===== src/rtl/multicycle_ctrl_pkg.sv =====
// Shared types and encodings for the multi-cycle MIPS-subset sequencer.
package mcu_pkg;

  typedef enum logic [2:0] {
    ST_FETCH  = 3'd0,
    ST_DECODE = 3'd1,
    ST_EXEC   = 3'd2,
    ST_MEM    = 3'd3,
    ST_WB     = 3'd4
  } state_t;

  // ALU operation codes
  localparam logic [3:0] ALU_NONE = 4'b0000;
  localparam logic [3:0] ALU_OR   = 4'b0001;
  localparam logic [3:0] ALU_ADD  = 4'b0010;
  localparam logic [3:0] ALU_SLT  = 4'b0111;
  localparam logic [3:0] ALU_ADDU = 4'b1000;
  localparam logic [3:0] ALU_SUBU = 4'b1010;

  // Next-PC source select
  localparam logic [1:0] PCSRC_SEQ  = 2'd0;
  localparam logic [1:0] PCSRC_BEQ  = 2'd1;
  localparam logic [1:0] PCSRC_JUMP = 2'd2;
  localparam logic [1:0] PCSRC_JR   = 2'd3;

  // Register-file destination select
  localparam logic [1:0] REGDST_RT  = 2'd0;
  localparam logic [1:0] REGDST_RD  = 2'd1;
  localparam logic [1:0] REGDST_R31 = 2'd2;

  // Register-file write-data select
  localparam logic [1:0] MTR_ALU  = 2'd0;
  localparam logic [1:0] MTR_MEM  = 2'd1;
  localparam logic [1:0] MTR_LINK = 2'd2;
  localparam logic [1:0] MTR_IMM  = 2'd3;

  // Immediate extension mode
  localparam logic [1:0] EXT_ZERO = 2'd0;
  localparam logic [1:0] EXT_LUI  = 2'd1;
  localparam logic [1:0] EXT_SIGN = 2'd2;

  // One-hot instruction flags as produced by the IR field decoder
  typedef struct packed {
    logic addu;
    logic subu;
    logic ori;
    logic lw;
    logic sw;
    logic beq;
    logic lui;
    logic addi;
    logic addiu;
    logic slt;
    logic j;
    logic jal;
    logic jr;
  } flags_t;

  // True when exactly one instruction flag is set
  function automatic logic is_onehot(input flags_t f);
    logic [3:0] cnt;
    cnt = 4'd0;
    for (int i = 0; i < 13; i++) begin
      cnt = cnt + {3'b000, f[i]};
    end
    return (cnt == 4'd1);
  endfunction

endpackage


===== src/rtl/multicycle_ctrl_if.sv =====
// Handshake/control bundle between the sequencer (master) and the datapath (slave).
interface multicycle_ctrl_if #(parameter int CNT_W = 32);
  logic addu, subu, ori, lw, sw, beq, lui, addi, addiu, slt, j, jal, jr;
  logic zero;
  logic mem_ready;
  logic mem_req;
  logic IrWrite;
  logic PcWrite;
  logic [1:0] PcSrc;
  logic RegWrite;
  logic [1:0] RegDst;
  logic [1:0] MemtoReg;
  logic MemWrite;
  logic ALUsrc;
  logic [3:0] ALUctr;
  logic [1:0] ExtOp;
  logic [2:0] state;
  logic illegal;
  logic [CNT_W-1:0] instr_cnt;

  modport master (
    input  addu, subu, ori, lw, sw, beq, lui, addi, addiu, slt, j, jal, jr,
    input  zero, mem_ready,
    output mem_req, IrWrite, PcWrite, PcSrc, RegWrite, RegDst, MemtoReg,
    output MemWrite, ALUsrc, ALUctr, ExtOp, state, illegal, instr_cnt
  );

  modport slave (
    output addu, subu, ori, lw, sw, beq, lui, addi, addiu, slt, j, jal, jr,
    output zero, mem_ready,
    input  mem_req, IrWrite, PcWrite, PcSrc, RegWrite, RegDst, MemtoReg,
    input  MemWrite, ALUsrc, ALUctr, ExtOp, state, illegal, instr_cnt
  );
endinterface


===== src/rtl/multicycle_ctrl_field_dec.sv =====
// Combinational mapping from instruction flags to datapath field selects.
// The sequencer decides in which states these fields are actually driven.
module multicycle_field_dec
  import mcu_pkg::*;
(
  input  flags_t     i_flags,
  output logic       o_alusrc,
  output logic [3:0] o_aluctr,
  output logic [1:0] o_extop,
  output logic [1:0] o_regdst,
  output logic [1:0] o_memtoreg
);

  // Per-instruction field table; unlisted fields keep their idle values
  always_comb begin
    o_alusrc   = 1'b0;
    o_aluctr   = ALU_NONE;
    o_extop    = EXT_SIGN;
    o_regdst   = REGDST_RT;
    o_memtoreg = MTR_ALU;
    if (i_flags.addu) begin
      o_aluctr = ALU_ADDU;
      o_regdst = REGDST_RD;
    end else if (i_flags.subu) begin
      o_aluctr = ALU_SUBU;
      o_regdst = REGDST_RD;
    end else if (i_flags.slt) begin
      o_aluctr = ALU_SLT;
      o_regdst = REGDST_RD;
    end else if (i_flags.ori) begin
      o_alusrc = 1'b1;
      o_aluctr = ALU_OR;
      o_extop  = EXT_ZERO;
    end else if (i_flags.addi) begin
      o_alusrc = 1'b1;
      o_aluctr = ALU_ADD;
    end else if (i_flags.addiu) begin
      o_alusrc = 1'b1;
      o_aluctr = ALU_ADDU;
    end else if (i_flags.lui) begin
      o_extop    = EXT_LUI;
      o_memtoreg = MTR_IMM;
    end else if (i_flags.lw) begin
      o_alusrc   = 1'b1;
      o_aluctr   = ALU_ADD;
      o_memtoreg = MTR_MEM;
    end else if (i_flags.sw) begin
      o_alusrc = 1'b1;
      o_aluctr = ALU_ADD;
    end else if (i_flags.beq) begin
      o_aluctr = ALU_SUBU;
    end else if (i_flags.jal) begin
      o_regdst   = REGDST_R31;
      o_memtoreg = MTR_LINK;
    end else if (i_flags.j || i_flags.jr) begin
      // Pure PC redirects use no ALU/register fields
      o_aluctr = ALU_NONE;
    end else begin
      o_alusrc = 1'b0;
    end
  end

endmodule


===== src/rtl/multicycle_ctrl.sv =====
// Multi-cycle FETCH/DECODE/EXEC/MEM/WB sequencer for the MIPS-subset datapath.
// Outputs are Moore/Mealy decodes of the current state so that an asynchronous
// reset immediately presents FETCH values (mem_req high) on the bus.
module multicycle_ctrl
  import mcu_pkg::*;
#(
  parameter int CNT_W = 32
) (
  input  logic               clk,
  input  logic               reset,
  multicycle_ctrl_if.master  bus
);

  state_t           r_state;
  state_t           w_next;
  logic [CNT_W-1:0] r_cnt;
  logic             w_retire;
  flags_t           w_flags;
  logic             w_onehot;
  logic             w_alu_cls;

  logic       w_dec_alusrc;
  logic [3:0] w_dec_aluctr;
  logic [1:0] w_dec_extop;
  logic [1:0] w_dec_regdst;
  logic [1:0] w_dec_memtoreg;

  logic       w_mem_req, w_irwrite, w_pcwrite, w_regwrite, w_memwrite;
  logic       w_alusrc, w_illegal;
  logic [1:0] w_pcsrc, w_regdst, w_memtoreg, w_extop;
  logic [3:0] w_aluctr;

  assign w_flags = {bus.addu, bus.subu, bus.ori, bus.lw, bus.sw, bus.beq, bus.lui,
                    bus.addi, bus.addiu, bus.slt, bus.j, bus.jal, bus.jr};
  assign w_onehot  = is_onehot(w_flags);
  assign w_alu_cls = w_flags.addu | w_flags.subu | w_flags.slt | w_flags.ori |
                     w_flags.addi | w_flags.addiu | w_flags.lui;

  multicycle_field_dec u_field_dec (
    .i_flags    (w_flags),
    .o_alusrc   (w_dec_alusrc),
    .o_aluctr   (w_dec_aluctr),
    .o_extop    (w_dec_extop),
    .o_regdst   (w_dec_regdst),
    .o_memtoreg (w_dec_memtoreg)
  );

  // State register; reset abandons any instruction in flight
  always_ff @(posedge clk or posedge reset) begin
    if (reset) begin
      r_state <= ST_FETCH;
    end else begin
      r_state <= w_next;
    end
  end

  // Retired-instruction counter, wraps naturally at 2^CNT_W
  always_ff @(posedge clk or posedge reset) begin
    if (reset) begin
      r_cnt <= {CNT_W{1'b0}};
    end else if (w_retire) begin
      r_cnt <= r_cnt + {{(CNT_W-1){1'b0}}, 1'b1};
    end else begin
      r_cnt <= r_cnt;
    end
  end

  // Next-state and control-strobe decode; unreachable codes behave as FETCH
  always_comb begin
    w_next     = ST_FETCH;
    w_retire   = 1'b0;
    w_mem_req  = 1'b0;
    w_irwrite  = 1'b0;
    w_pcwrite  = 1'b0;
    w_pcsrc    = PCSRC_SEQ;
    w_regwrite = 1'b0;
    w_regdst   = REGDST_RT;
    w_memtoreg = MTR_ALU;
    w_memwrite = 1'b0;
    w_alusrc   = 1'b0;
    w_aluctr   = ALU_NONE;
    w_extop    = EXT_SIGN;
    w_illegal  = 1'b0;
    case (r_state)
      ST_DECODE: begin
        if (w_onehot) begin
          w_next = ST_EXEC;
        end else begin
          w_illegal = 1'b1;
          w_next    = ST_FETCH;
        end
      end
      ST_EXEC: begin
        w_alusrc = w_dec_alusrc;
        w_aluctr = w_dec_aluctr;
        w_extop  = w_dec_extop;
        if (w_alu_cls) begin
          w_next = ST_WB;
        end else if (w_flags.lw || w_flags.sw) begin
          w_next = ST_MEM;
        end else if (w_flags.beq) begin
          w_pcsrc   = PCSRC_BEQ;
          w_pcwrite = bus.zero;
          w_retire  = 1'b1;
        end else if (w_flags.j) begin
          w_pcsrc   = PCSRC_JUMP;
          w_pcwrite = 1'b1;
          w_retire  = 1'b1;
        end else if (w_flags.jr) begin
          w_pcsrc   = PCSRC_JR;
          w_pcwrite = 1'b1;
          w_retire  = 1'b1;
        end else if (w_flags.jal) begin
          w_pcsrc    = PCSRC_JUMP;
          w_pcwrite  = 1'b1;
          w_regwrite = 1'b1;
          w_regdst   = w_dec_regdst;
          w_memtoreg = w_dec_memtoreg;
          w_retire   = 1'b1;
        end else begin
          // Flags vanished after DECODE: drop the instruction unretired
          w_next = ST_FETCH;
        end
      end
      ST_MEM: begin
        w_mem_req  = 1'b1;
        w_memwrite = w_flags.sw;
        if (!bus.mem_ready) begin
          w_next = ST_MEM;
        end else if (w_flags.lw) begin
          w_next = ST_WB;
        end else begin
          w_retire = w_flags.sw;
          w_next   = ST_FETCH;
        end
      end
      ST_WB: begin
        w_regwrite = 1'b1;
        w_alusrc   = w_dec_alusrc;
        w_aluctr   = w_dec_aluctr;
        w_extop    = w_dec_extop;
        w_regdst   = w_dec_regdst;
        w_memtoreg = w_dec_memtoreg;
        w_retire   = 1'b1;
        w_next     = ST_FETCH;
      end
      default: begin
        // ST_FETCH and the unused encodings
        w_mem_req = 1'b1;
        if (bus.mem_ready) begin
          w_irwrite = 1'b1;
          w_pcwrite = 1'b1;
          w_pcsrc   = PCSRC_SEQ;
          w_next    = ST_DECODE;
        end else begin
          w_next = ST_FETCH;
        end
      end
    endcase
  end

  assign bus.mem_req   = w_mem_req;
  assign bus.IrWrite   = w_irwrite;
  assign bus.PcWrite   = w_pcwrite;
  assign bus.PcSrc     = w_pcsrc;
  assign bus.RegWrite  = w_regwrite;
  assign bus.RegDst    = w_regdst;
  assign bus.MemtoReg  = w_memtoreg;
  assign bus.MemWrite  = w_memwrite;
  assign bus.ALUsrc    = w_alusrc;
  assign bus.ALUctr    = w_aluctr;
  assign bus.ExtOp     = w_extop;
  assign bus.state     = r_state;
  assign bus.illegal   = w_illegal;
  assign bus.instr_cnt = r_cnt;

endmodule


===== src/flat_wrapper.sv =====
// flat-port wrapper written by rule: the top's interface ports become plain ports
module multicycle_ctrl_flat import mcu_pkg::*;
#(
  parameter int CNT_W = 32
)
  (clk, reset, bus_addu, bus_subu, bus_ori, bus_lw, bus_sw, bus_beq, bus_lui, bus_addi, bus_addiu, bus_slt, bus_j, bus_jal, bus_jr, bus_zero, bus_mem_ready, bus_mem_req, bus_IrWrite, bus_PcWrite, bus_PcSrc, bus_RegWrite, bus_RegDst, bus_MemtoReg, bus_MemWrite, bus_ALUsrc, bus_ALUctr, bus_ExtOp, bus_state, bus_illegal, bus_instr_cnt);
  multicycle_ctrl_if #(.CNT_W(CNT_W)) bus_i ();
  input  logic clk;
  input  logic reset;
  input wire logic [$bits(bus_i.addu)-1:0] bus_addu;
  input wire logic [$bits(bus_i.subu)-1:0] bus_subu;
  input wire logic [$bits(bus_i.ori)-1:0] bus_ori;
  input wire logic [$bits(bus_i.lw)-1:0] bus_lw;
  input wire logic [$bits(bus_i.sw)-1:0] bus_sw;
  input wire logic [$bits(bus_i.beq)-1:0] bus_beq;
  input wire logic [$bits(bus_i.lui)-1:0] bus_lui;
  input wire logic [$bits(bus_i.addi)-1:0] bus_addi;
  input wire logic [$bits(bus_i.addiu)-1:0] bus_addiu;
  input wire logic [$bits(bus_i.slt)-1:0] bus_slt;
  input wire logic [$bits(bus_i.j)-1:0] bus_j;
  input wire logic [$bits(bus_i.jal)-1:0] bus_jal;
  input wire logic [$bits(bus_i.jr)-1:0] bus_jr;
  input wire logic [$bits(bus_i.zero)-1:0] bus_zero;
  input wire logic [$bits(bus_i.mem_ready)-1:0] bus_mem_ready;
  output wire logic [$bits(bus_i.mem_req)-1:0] bus_mem_req;
  output wire logic [$bits(bus_i.IrWrite)-1:0] bus_IrWrite;
  output wire logic [$bits(bus_i.PcWrite)-1:0] bus_PcWrite;
  output wire logic [$bits(bus_i.PcSrc)-1:0] bus_PcSrc;
  output wire logic [$bits(bus_i.RegWrite)-1:0] bus_RegWrite;
  output wire logic [$bits(bus_i.RegDst)-1:0] bus_RegDst;
  output wire logic [$bits(bus_i.MemtoReg)-1:0] bus_MemtoReg;
  output wire logic [$bits(bus_i.MemWrite)-1:0] bus_MemWrite;
  output wire logic [$bits(bus_i.ALUsrc)-1:0] bus_ALUsrc;
  output wire logic [$bits(bus_i.ALUctr)-1:0] bus_ALUctr;
  output wire logic [$bits(bus_i.ExtOp)-1:0] bus_ExtOp;
  output wire logic [$bits(bus_i.state)-1:0] bus_state;
  output wire logic [$bits(bus_i.illegal)-1:0] bus_illegal;
  output wire logic [$bits(bus_i.instr_cnt)-1:0] bus_instr_cnt;
  assign bus_i.addu = bus_addu;
  assign bus_i.subu = bus_subu;
  assign bus_i.ori = bus_ori;
  assign bus_i.lw = bus_lw;
  assign bus_i.sw = bus_sw;
  assign bus_i.beq = bus_beq;
  assign bus_i.lui = bus_lui;
  assign bus_i.addi = bus_addi;
  assign bus_i.addiu = bus_addiu;
  assign bus_i.slt = bus_slt;
  assign bus_i.j = bus_j;
  assign bus_i.jal = bus_jal;
  assign bus_i.jr = bus_jr;
  assign bus_i.zero = bus_zero;
  assign bus_i.mem_ready = bus_mem_ready;
  assign bus_mem_req = bus_i.mem_req;
  assign bus_IrWrite = bus_i.IrWrite;
  assign bus_PcWrite = bus_i.PcWrite;
  assign bus_PcSrc = bus_i.PcSrc;
  assign bus_RegWrite = bus_i.RegWrite;
  assign bus_RegDst = bus_i.RegDst;
  assign bus_MemtoReg = bus_i.MemtoReg;
  assign bus_MemWrite = bus_i.MemWrite;
  assign bus_ALUsrc = bus_i.ALUsrc;
  assign bus_ALUctr = bus_i.ALUctr;
  assign bus_ExtOp = bus_i.ExtOp;
  assign bus_state = bus_i.state;
  assign bus_illegal = bus_i.illegal;
  assign bus_instr_cnt = bus_i.instr_cnt;
  multicycle_ctrl #(.CNT_W(CNT_W)) u_core (.clk(clk), .reset(reset), .bus(bus_i));
endmodule

===== config.mk =====
export PLATFORM = sky130hd
export DESIGN_NAME = multicycle_ctrl_flat
export DESIGN_NICKNAME = d
export VERILOG_FILES = /design/src/rtl/multicycle_ctrl_pkg.sv /design/src/rtl/multicycle_ctrl_if.sv /design/src/rtl/multicycle_ctrl_field_dec.sv /design/src/rtl/multicycle_ctrl.sv /design/src/flat_wrapper.sv
export SDC_FILE = /design/constraint.sdc
export NUM_CORES = 1
export LEC_CHECK = 0
export BUFFER_PORTS_ARGS = -buffer_cell sky130_fd_sc_hd__clkbuf_2
export CAP_MARGIN = 20
export CORE_MARGIN = 2
export CORE_UTILIZATION = 45
export DETAILED_ROUTE_END_ITERATION = 10
export PLACE_DENSITY = 0.7
export SYNTH_ARGS = -nofsm -noshare
export SYNTH_HDL_FRONTEND = slang
export SYNTH_SLANG_ARGS = --single-unit

===== constraint.sdc =====
create_clock -name clk -period 4.4 [get_ports clk]
set_input_delay 0.66 -clock clk [delete_from_list [all_inputs] [get_ports clk]]
set_output_delay 0.66 -clock clk [all_outputs]
set_load 0.02 [all_outputs]

==> key figures <==
Run status
  – Outcome: complete, but fails checks
  – Failing checks: negative setup slack

Worst setup path
  – Required @ worst endpoint: 3740 ps
  – R2R Path End: u_core.bus.instr_cnt[18]
  – R2r startpoint: u_core.bus.state[1]
  – Critical path arrival: 4370 ps
  – CP startpoint kind: input pin
  – CP endpoint kind: primary output
  – Setup Crit Path Kind: in -> out
  – CP Cell Sequence: buf_6, inv_2, ha_4, inv_2, fa_1, inv_1, fa_1, inv_2, fa_1, fa_1, inv_1, ha_2, inv_2, fa_2, nand4_1, nor3b_4, clkbuf_8
  – Slowest CP cell: fa_1
  – Worst r2r path cells: 5
  – Reg-to-reg slack, setup: 2070 ps
  – Worst Path Max Fanout: 2
  – Slowest stage delay, CP: 530 ps

Timing
  – RSZ-0062 raised after global routing: yes
  – Max Slew Vio Count: 0
  – Post-route setup slack: -626 ps
  – Setup Viol. Count Final: 1
  – Relative slew slack: 47.8%
  – Max Clock Freq: 199 MHz
  – Final Critical Period: 5030 ps
  – Worst slew pin tran: 781 ps
  – WHS: 421 ps
  – Final Hold Fails: 0
  – Clk_skew: 11.0 ps
  – Tcrit/Tclk final: 114%

Layout
  – Synth-to-Final Area Change: 27.0%
  – Share of layout cells above drive strength 1: 33.5%
  – Antenna Cells: 0
  – Finished Layout Cells: 398
  – Nets: 361
  – Fillcell total: 486
  – Register Area: 876 µm²
  – Multi-input combinational cell area: 0.00142 mm²

Logic synthesis
  – Top cell type's share of synthesized area: 36.5%
  – Yosys cell types: 41
  – Cells after synthesis: 243
  – Simple-gate share of the synthesized area: 27.6%
  – Post-Syn Area: 0.00240 mm²
  – Synth Area in XOR/XNOR: 13.1%
  – #FFs+latches synth: 35
  – Top-count cell post-synth: dfrtp_1
  – Sequential share of the synthesized area: 36.5%
  – Top cells by count, synth: dfrtp_1 (35), xnor2_1 (32), inv_1 (20)
  – Synth Area in Adders: 11.1%
  – Syn_area_per_cell: 9.88 µm²
  – Synth warnings: 0
  – Post-synth EDFFs: 0
  – Ys flop type: dfrtp_1
  – Syn Nets: 277
  – Largest family of logic cells by synthesized area: simple AND/OR/NAND/NOR gates
  – Area contributors post-synth: dfrtp_1 (36%), xnor2_1 (12%), fa_1 (5.8%), ha_1 (5.2%), and3_1 (4.2%)
  – Post-synthesis mux area share: 0.469%
  – Compound-Gate Fraction of Synth Area: 5.68%
  – Cell taking the most area after synthesis: dfrtp_1
  – Async S/R FF share, synth: 100%

Global route
  – Largest net degree at the start of global routing: 36
  – Number of global-route vias before repair: 1996
  – Gr usage total: 19.6%
  – Global-route wire length before repair: 9580 µm
  – Antenna violations before repair: 0
  – Congestion Overflow GR: 0

Power
  – VDD IR max: 0.000178 V
  – Tot Pwr: 1140 µW
  – Pint: 699 µW
  – Sw frac: 38.6%
  – Clock share of power: 22.5%
  – Net Switching: 440 µW
  – Seq pwr share: 34.1%
  – Power Density: 374 mW/mm²
  – Gate power share: 43.4%
  – Pleak: 0.00153 µW

Floorplanning
  – Standard-cell rows: 26
  – Die Wd: 77.0 µm
  – Die height: 77.0 µm
  – Core ar.: 0.00514 mm²
  – Ports: 71
  – DIE AREA: 0.00593 mm²
  – Initial core utilization: 46.7%

Drt
  – Per-cell routed wire length: 14.0 µm
  – Met3 WL: 274 µm
  – Met2 wire len: 2770 µm
  – DR top layer: met4
  – Total number of vias: 2121
  – DRC violation count after routing: 0
  – Pre-Repair DR Iteration Count: 4
  – Routed Antenna Nets: 0
  – Via density: 5.33
  – Total wire length: 5590 µm
  – Routed met1 length: 2470 µm
  – DRT iter0 DRCs: 75

CTS
  – Worst-Skew Late Latency: 290 ps
  – Quantity of hold-fixing buffers added after cts: 0
  – # H-tree levels: 2
  – Clock-pin transition on the worst setup and hold timing paths: 80 ps
  – CTS Root Cell: clkbuf_8
  – CTS buffer count: 5
  – CTS tree: yes
  – Maximum root-to-sink buffer count: 2
  – Sink Count: 35

Run
  – Max-cap violations: 0

Placement
  – Post-DP HPWL: 4220 µm
  – Port bufs: 70
  – Final GP Congestion: 0.907
  – Placed cells: 389

Min path
  – HP Class: in -> async
==> power by group through the flow <==
stage	Clock [µW]	Combinational, µW	Sequential [µW]
floorplan	0	330	387
global placement	0	443	393
detailed placement	0	457	395
CTS	262	485	388
global route	277	544	393
finish	256	494	388
==> repair_timing <==
item,in CTS,in global routing
resized for setup,3,13
buffers inserted,1,0
pin swaps,0,8
endpoints found under the setup margin,1,2
==> sequential cells by signal (all words and copies together), names as in the netlist <==
signal,flops
u_core.bus.instr_cnt,32
u_core.bus.state,3
==> cell type report <==
type                       count  share of cell area (%)
inverter                      20                    2.55
multi-input combinational    181                    46.7
sequential                    35                    28.7
clock buffer                   7                    3.16
clock inverter                 1                   0.246
timing repair buffer          84                    15.8
tap                           70                    2.87
==> cell families (layout without fill, tap and decap cells) <==
logic type | count (synthesis) | count (layout)
AOI/OAI and AO/OA | 19 | 19
xor gates and xnor gates | 36 | 36
adders and majority gates | 17 | 17
buffers and inverters | 27 | 112
DFF | 35 | 35
muxes | 1 | 1
and+or+nand+nor | 108 | 108
==> metal layers <==
metal | vias to the layer above | track usage [%]
li1 | 1015 | -
met1 | 1038 | 26.3
met2 | 61 | 32.3
met3 | 7 | 3.76
met4 | 0 | 5.71
met5 | - | 0
==> placed cells by master, fill, tap and decap left out, drive strengths merged, types with 2 or more instances in the layout <==
master   n
a31oi    4
ha      10
nor4     3
nor3b    5
nand2b   2
inv     20
nor3     9
o21ai    3
nand3   16
and3    16
o21bai   2
and2     3
xnor2   32
nand2   10
a21oi    3
xor2     4
nand4   16
fa       7
buf     16
and4     6
dfrtp   35
nor2    18
nor2b    2
clkbuf  75
==> how the worst max path moves through the flow <==
| stage | startpoint | end |
|---|---|---|
| final | bus_jal | bus_illegal |
| after global routing | bus_jr | bus_illegal |
| after CTS | bus_jr | bus_illegal |
| after detailed placement | bus_jr | bus_illegal |
| after global placement | bus_jr | bus_illegal |
| after floorplan | bus_jr | bus_illegal |
==> critical path, delay by kind of cell <==
family | cells | cell delay, ps
buf+inv | 8 | 500
simple gates | 2 | 280
fa+ha+maj | 7 | 2920
==> through the flow <==
stage / util (%) / setup TNS (ps) / instance area [µm²] / setup WS [ps]
floorplan: - / -307 / 2410 / -307
global placement: 56.2 / -516 / 2890 / -516
detailed placement: 56.2 / -682 / 2890 / -612
CTS: 58.6 / -599 / 3010 / -599
global route: 59.3 / -872 / 3050 / -773
finish: 59.3 / -626 / 3050 / -626
Power figures use the tool's default switching activity.
